**config.mk**
```make
export PLATFORM = sky130hd
export DESIGN_NAME = stream_downsize_flat
export DESIGN_NICKNAME = d
export VERILOG_FILES = /design/src/rtl/stream_downsize_if.sv /design/src/rtl/stream_downsize.sv /design/src/flat_wrapper.sv
export SDC_FILE = /design/constraint.sdc
export NUM_CORES = 1
export LEC_CHECK = 0
export BUFFER_PORTS_ARGS = -buffer_cell sky130_fd_sc_hd__buf_2
export CORE_MARGIN = 3
export CORE_UTILIZATION = 37
export CTS_BUF_LIST = sky130_fd_sc_hd__clkbuf_4 sky130_fd_sc_hd__clkbuf_8
export CTS_CLUSTER_DIAMETER = 120
export DETAILED_ROUTE_END_ITERATION = 10
export RECOVER_POWER = 25
export SYNTH_ARGS = -nofsm -noshare
export SYNTH_HDL_FRONTEND = slang
export SYNTH_SLANG_ARGS = --single-unit
```
**constraint.sdc**
```tcl
create_clock -name clk_i -period 1.8 [get_ports clk_i]
set_clock_uncertainty 0.05 [all_clocks]
set_input_delay 0.45 -clock clk_i [delete_from_list [all_inputs] [get_ports clk_i]]
set_output_delay 0.45 -clock clk_i [all_outputs]
set_load 0.02 [all_outputs]
```
**src/rtl/stream_downsize_if.sv**
```systemverilog
// rtl/stream_downsize_if.sv - wide-in / narrow-out stream bundle for stream_downsize
interface stream_downsize_if #(
  parameter int T_DATA_WIDTH = 4,
  parameter int T_DATA_RATIO = 2
);
  logic [T_DATA_WIDTH-1:0] s_data_i [T_DATA_RATIO-1:0];
  logic [T_DATA_RATIO-1:0] s_keep_i;
  logic                    s_last_i;
  logic                    s_valid_i;
  logic                    s_ready_o;
  logic [T_DATA_WIDTH-1:0] m_data_o;
  logic                    m_last_o;
  logic                    m_valid_o;
  logic                    m_ready_i;

  modport slave (
    input  s_data_i, s_keep_i, s_last_i, s_valid_i, m_ready_i,
    output s_ready_o, m_data_o, m_last_o, m_valid_o
  );

  modport master (
    output s_data_i, s_keep_i, s_last_i, s_valid_i, m_ready_i,
    input  s_ready_o, m_data_o, m_last_o, m_valid_o
  );
endinterface

```
**src/rtl/stream_downsize.sv**
```systemverilog
// rtl/stream_downsize.sv - wide-to-narrow stream converter emitting kept lanes in ascending order
// Optional STREAM_DOWNSIZE_PREFETCH_EN: reload on the edge the final lane drains (zero-bubble).
module stream_downsize #(
  parameter int T_DATA_WIDTH = 4,
  parameter int T_DATA_RATIO = 2
) (
  input logic              clk_i,
  input logic              rst_i,
  stream_downsize_if.slave bus
);
  localparam int IDX_W = $clog2(T_DATA_RATIO);

  typedef enum logic {EMPTY, DRAIN} state_e;

  state_e                  state_q, state_d;
  logic [T_DATA_WIDTH-1:0] data_q [T_DATA_RATIO-1:0];
  logic [T_DATA_WIDTH-1:0] data_d [T_DATA_RATIO-1:0];
  logic [T_DATA_RATIO-1:0] rem_q, rem_d, rem_drained;
  logic                    last_q, last_d;
  logic [IDX_W-1:0]        sel_idx;
  logic                    found;
  logic                    one_left;
  logic                    s_hs, m_hs;

  always_comb begin
    sel_idx = '0;
    found   = 1'b0;
    for (int i = 0; i < T_DATA_RATIO; i++) begin
      if (!found && rem_q[i]) begin
        sel_idx = IDX_W'(i);
        found   = 1'b1;
      end
    end
  end

  // Clearing the lowest set bit; zero result means the current lane is the final one.
  assign rem_drained = rem_q & (rem_q - 1'b1);
  assign one_left    = (rem_q != '0) && (rem_drained == '0);

  assign bus.m_valid_o = (state_q == DRAIN);
  assign bus.m_data_o  = data_q[sel_idx];
  assign bus.m_last_o  = last_q && one_left;

  assign m_hs = bus.m_valid_o && bus.m_ready_i;
  assign s_hs = bus.s_valid_i && bus.s_ready_o;

`ifdef STREAM_DOWNSIZE_PREFETCH_EN
  assign bus.s_ready_o = (state_q == EMPTY) || (m_hs && one_left);
`else
  assign bus.s_ready_o = (state_q == EMPTY);
`endif

  always_comb begin
    rem_d  = rem_q;
    last_d = last_q;
    data_d = data_q;
    if (m_hs) begin
      rem_d = rem_drained;
    end
    if (s_hs) begin
      rem_d  = bus.s_keep_i;
      last_d = bus.s_last_i;
      data_d = bus.s_data_i;
    end
    state_d = (rem_d != '0) ? DRAIN : EMPTY;
  end

  always_ff @(posedge clk_i or posedge rst_i) begin
    if (rst_i) begin
      state_q <= EMPTY;
      rem_q   <= '0;
      last_q  <= 1'b0;
    end else begin
      state_q <= state_d;
      rem_q   <= rem_d;
      last_q  <= last_d;
    end
  end

  always_ff @(posedge clk_i) begin
    data_q <= data_d;
  end

  // A last flag on an empty beat would be silently lost.
  assert property (@(posedge clk_i) disable iff (rst_i)
    s_hs |-> (bus.s_keep_i != '0 || !bus.s_last_i));
endmodule

```
**src/flat_wrapper.sv**
```systemverilog
// flat-port wrapper written by rule: the top's interface ports become plain ports
module stream_downsize_flat 
#(
  parameter int T_DATA_WIDTH = 4,
  parameter int T_DATA_RATIO = 2
)
  (clk_i, rst_i, bus_s_data_i, bus_s_keep_i, bus_s_last_i, bus_s_valid_i, bus_m_ready_i, bus_s_ready_o, bus_m_data_o, bus_m_last_o, bus_m_valid_o);
  stream_downsize_if #(.T_DATA_WIDTH(T_DATA_WIDTH), .T_DATA_RATIO(T_DATA_RATIO)) bus_i ();
  input logic clk_i;
  input logic rst_i;
  input wire logic [$bits(bus_i.s_data_i)-1:0] bus_s_data_i;
  input wire logic [$bits(bus_i.s_keep_i)-1:0] bus_s_keep_i;
  input wire logic [$bits(bus_i.s_last_i)-1:0] bus_s_last_i;
  input wire logic [$bits(bus_i.s_valid_i)-1:0] bus_s_valid_i;
  input wire logic [$bits(bus_i.m_ready_i)-1:0] bus_m_ready_i;
  output wire logic [$bits(bus_i.s_ready_o)-1:0] bus_s_ready_o;
  output wire logic [$bits(bus_i.m_data_o)-1:0] bus_m_data_o;
  output wire logic [$bits(bus_i.m_last_o)-1:0] bus_m_last_o;
  output wire logic [$bits(bus_i.m_valid_o)-1:0] bus_m_valid_o;
  assign bus_i.s_data_i = {>>{bus_s_data_i}};
  assign bus_i.s_keep_i = bus_s_keep_i;
  assign bus_i.s_last_i = bus_s_last_i;
  assign bus_i.s_valid_i = bus_s_valid_i;
  assign bus_i.m_ready_i = bus_m_ready_i;
  assign bus_s_ready_o = bus_i.s_ready_o;
  assign bus_m_data_o = bus_i.m_data_o;
  assign bus_m_last_o = bus_i.m_last_o;
  assign bus_m_valid_o = bus_i.m_valid_o;
  stream_downsize #(.T_DATA_WIDTH(T_DATA_WIDTH), .T_DATA_RATIO(T_DATA_RATIO)) u_core (.clk_i(clk_i), .rst_i(rst_i), .bus(bus_i));
endmodule
```
==> flow_summary_export.csv <==
group,metric,value,unit
yosys,synth_top_cells_by_area,"edfxtp_1 (47%), dfrtp_1 (20%), mux2_2 (11%), mux2i_1 (5.9%), ha_1 (4.9%)",
clocking,cts_root_buf,"clkbuf_4",
yosys,synth_warnings,0,
yosys,avgSynthCellArea,16.9,µm²
drt,vias,341,
clocking,path_clk_slew,70,ps
worst_setup_path,worstPathArrival,1360,ps
placement,place_area,637,µm²
drt,drc_errors,0,
worst_setup_path,slowest_delay,400,ps
timing,hold_viol,0,
drt,ant_nets,0,
worst_setup_path,path_delay_family,"flip-flops",
placement,gp_congestion,0.700,
yosys,synth_cell_types,11,
global_routing,grt_max_degree,13,
drt,top_layer,"met3",
drt,wl,965,µm
timing,finalMaxSlewViolations,0,
clocking,insertion_delay,270,ps
layout,utilization,61.9,%
global_routing,grt_first_pass_wirelength,1550,µm
worst_setup_path,end_kind,"output port",
die,pin_count,22,
layout,finish.instance_area,734,µm²
die,die-area,1850,µm²
worst_setup_path,crit_required,1300,ps
worst_setup_path,crit_slowest_cell,"dfrtp_1",
global_routing,grt_overflow,0,
power,power,1.13,mW
clocking,cts_tree,"yes",
die,initial_core_util,42.7,%
timing,rsz0062_at_grt,"yes",
timing,fmax,0.536,GHz
drt,first_pass_iters,2,
placement,dp_hpwl,748,µm
yosys,syn_area,507,µm²
timing,setup_viol,4,
power,p_leak,0.343,nW
drt,wl_met3,51,µm
clocking,h-tree-depth,1,
global_routing,grt_pass1_vias,374,
drt,met1_length,343,µm
timing,max-slew-margin-rel,78.7,%
layout,area_growth,44.9,%
die,core,1190,µm²
drt,wl_met2,570,µm
timing,hold_ws,302,ps
hold_path,hold_path_class,"input port to register",
timing,tightestPinTransition,318,ps
worst_setup_path,cp_max_fo,4,
placement,pre_cts_ws,119,ps
job,cap_violations,0,
power,power.density,1530,nW/µm²
layout,drive_above_1_share,60.3,%
worst_setup_path,path_buf_inv,2,
drt,drtIter0Drc,3,
drt,wire_per_inst,13.4,µm
die,die_x,43.0,µm
worst_setup_path,startpoint_type,"register",
yosys,yosysTopAreaCell,"edfxtp_1",
placement,portBuffers,21,
global_routing,grt_usage,11.6,%
layout,fin_nets,76,
yosys,syn_inst,30,
yosys,syn-num-nets,47,
global_routing,grt_antenna_before_repair,0,
timing,fin_crit,1860,ps
yosys,ys_seq_area_share,67.2,%
clocking,cts_buffers,3,
layout,n_antenna_cell,0,
drt,vias_per_cell,4.74,
power,peakVddDrop,0.737,mV
status,outcome,"finished with violations",
yosys,synth_top_area_share,47.4,%
die,die_y,43.0,µm
clocking,clk_path_buf_depth,2,
clocking,cts.sinks,12,
die,num_rows,12,
status,failed_checks,"setup timing",
worst_setup_path,crit_type,"register to output port",
worst_setup_path,path_cells,"inv_2 -> ha_4 -> mux2_4 -> buf_6",
timing,timing.final.crit_share,104,%
yosys,synth_seq_cells,12,
timing,setup_slack,-64.6,ps
cells in the mapped netlist (all sizes together):
| library cell | number |
|---|---|
| inv | 3 |
| edfxtp | 8 |
| mux2i | 3 |
| mux2 | 5 |
| dfrtp | 4 |
| a21oi | 1 |
| ha | 2 |
| a221o | 1 |
| nor2b | 2 |
| a22o | 1 |
flip-flops by register name, summed over array words and instances, names as in the netlist:
| register | flops |
|---|---|
| u_core.last_q | 1 |
| u_core.data_q | 8 |
| u_core.bus.m_valid_o | 1 |
| u_core.rem_q | 2 |
what timing repair did:
| item | CTS | global route |
|---|---|---|
| cloned | 0 | 0 |
| endpoints found under the setup margin | 4 | 4 |
| hold buffers | 1 | 0 |
| resized for setup | 16 | 0 |
| hold endpoints to repair | 4 | 0 |
| setup buffers | 0 | 1 |
layout make-up:
cell class | count | area [µm²]
Clock inverter | 1 | 3.75
Inverter | 3 | 11.3
Sequential cell | 12 | 342
Multi-Input combinational cell | 15 | 183
Timing Repair Buffer | 24 | 155
Tap cell | 14 | 17.5
Clock buffer | 3 | 22.5
Fill cell | 102 | 452
cell usage in the layout (no fill, tap or decap), drive strengths merged:
master,synthesis,layout
inv,3,3
nor2b,2,2
buf,0,23
a21oi,1,1
mux2i,3,3
dfrtp,4,4
a221o,1,1
ha,2,2
clkbuf,0,3
clkinv,0,1
mux2,5,5
edfxtp,8,8
a22o,1,1
dlygate4sd3,0,1
power breakdown:
group / total, mW / switching (mW) / internal [mW]
Combinational: 0.519 / 0.244 / 0.275
Clock: 0.168 / 0.0875 / 0.0802
Sequential: 0.440 / 0.0588 / 0.381
metrics by stage:
step | TNS, ps | instances
after detailed placement | 0 | 66
after floorplan | 0 | 30
after CTS | -253 | 71
after global placement | 0 | 66
final | -239 | 72
after global routing | -378 | 72
worst register-to-register path, delay by kind of cell, from the launching register on:
kind            cells  cell delay [ps]
compound gates      1              270
fa+ha+maj           1              190
buf+inv             2              270
flops               1              400
mux                 2              250
final timing paths:
path,to,cells past startpoint,slack [ps],from
worst max register to register,u_core.bus.m_valid_o,6,260,u_core.rem_q[0]
worst max-delay path,bus_m_data_o[2],4,-60,u_core.rem_q[0]
max in group asynchronous,u_core.rem_q[1],3,1000,rst_i
worst min-delay path,u_core.data_q[4],1,300,bus_s_data_i[4]
worst min register to register,u_core.last_q,1,470,u_core.last_q
min in group asynchronous,u_core.last_q,3,540,rst_i
layer usage:
metal	up-vias	global-route usage [%]
met1	162	10.6
met4	0	7.23
met5	-	0
met2	12	22.5
li1	167	-
met3	0	2.54
logic make-up after synthesis:
kind of cell / count (synthesis) / share of synthesized area, %
flops: 12 / 67.2
mux: 8 / 17.0
compound gates: 3 / 4.69
buf+inv: 3 / 2.22
fa+ha+maj: 2 / 4.94
simple gates: 2 / 3.95
Power figures use the tool's default switching activity.
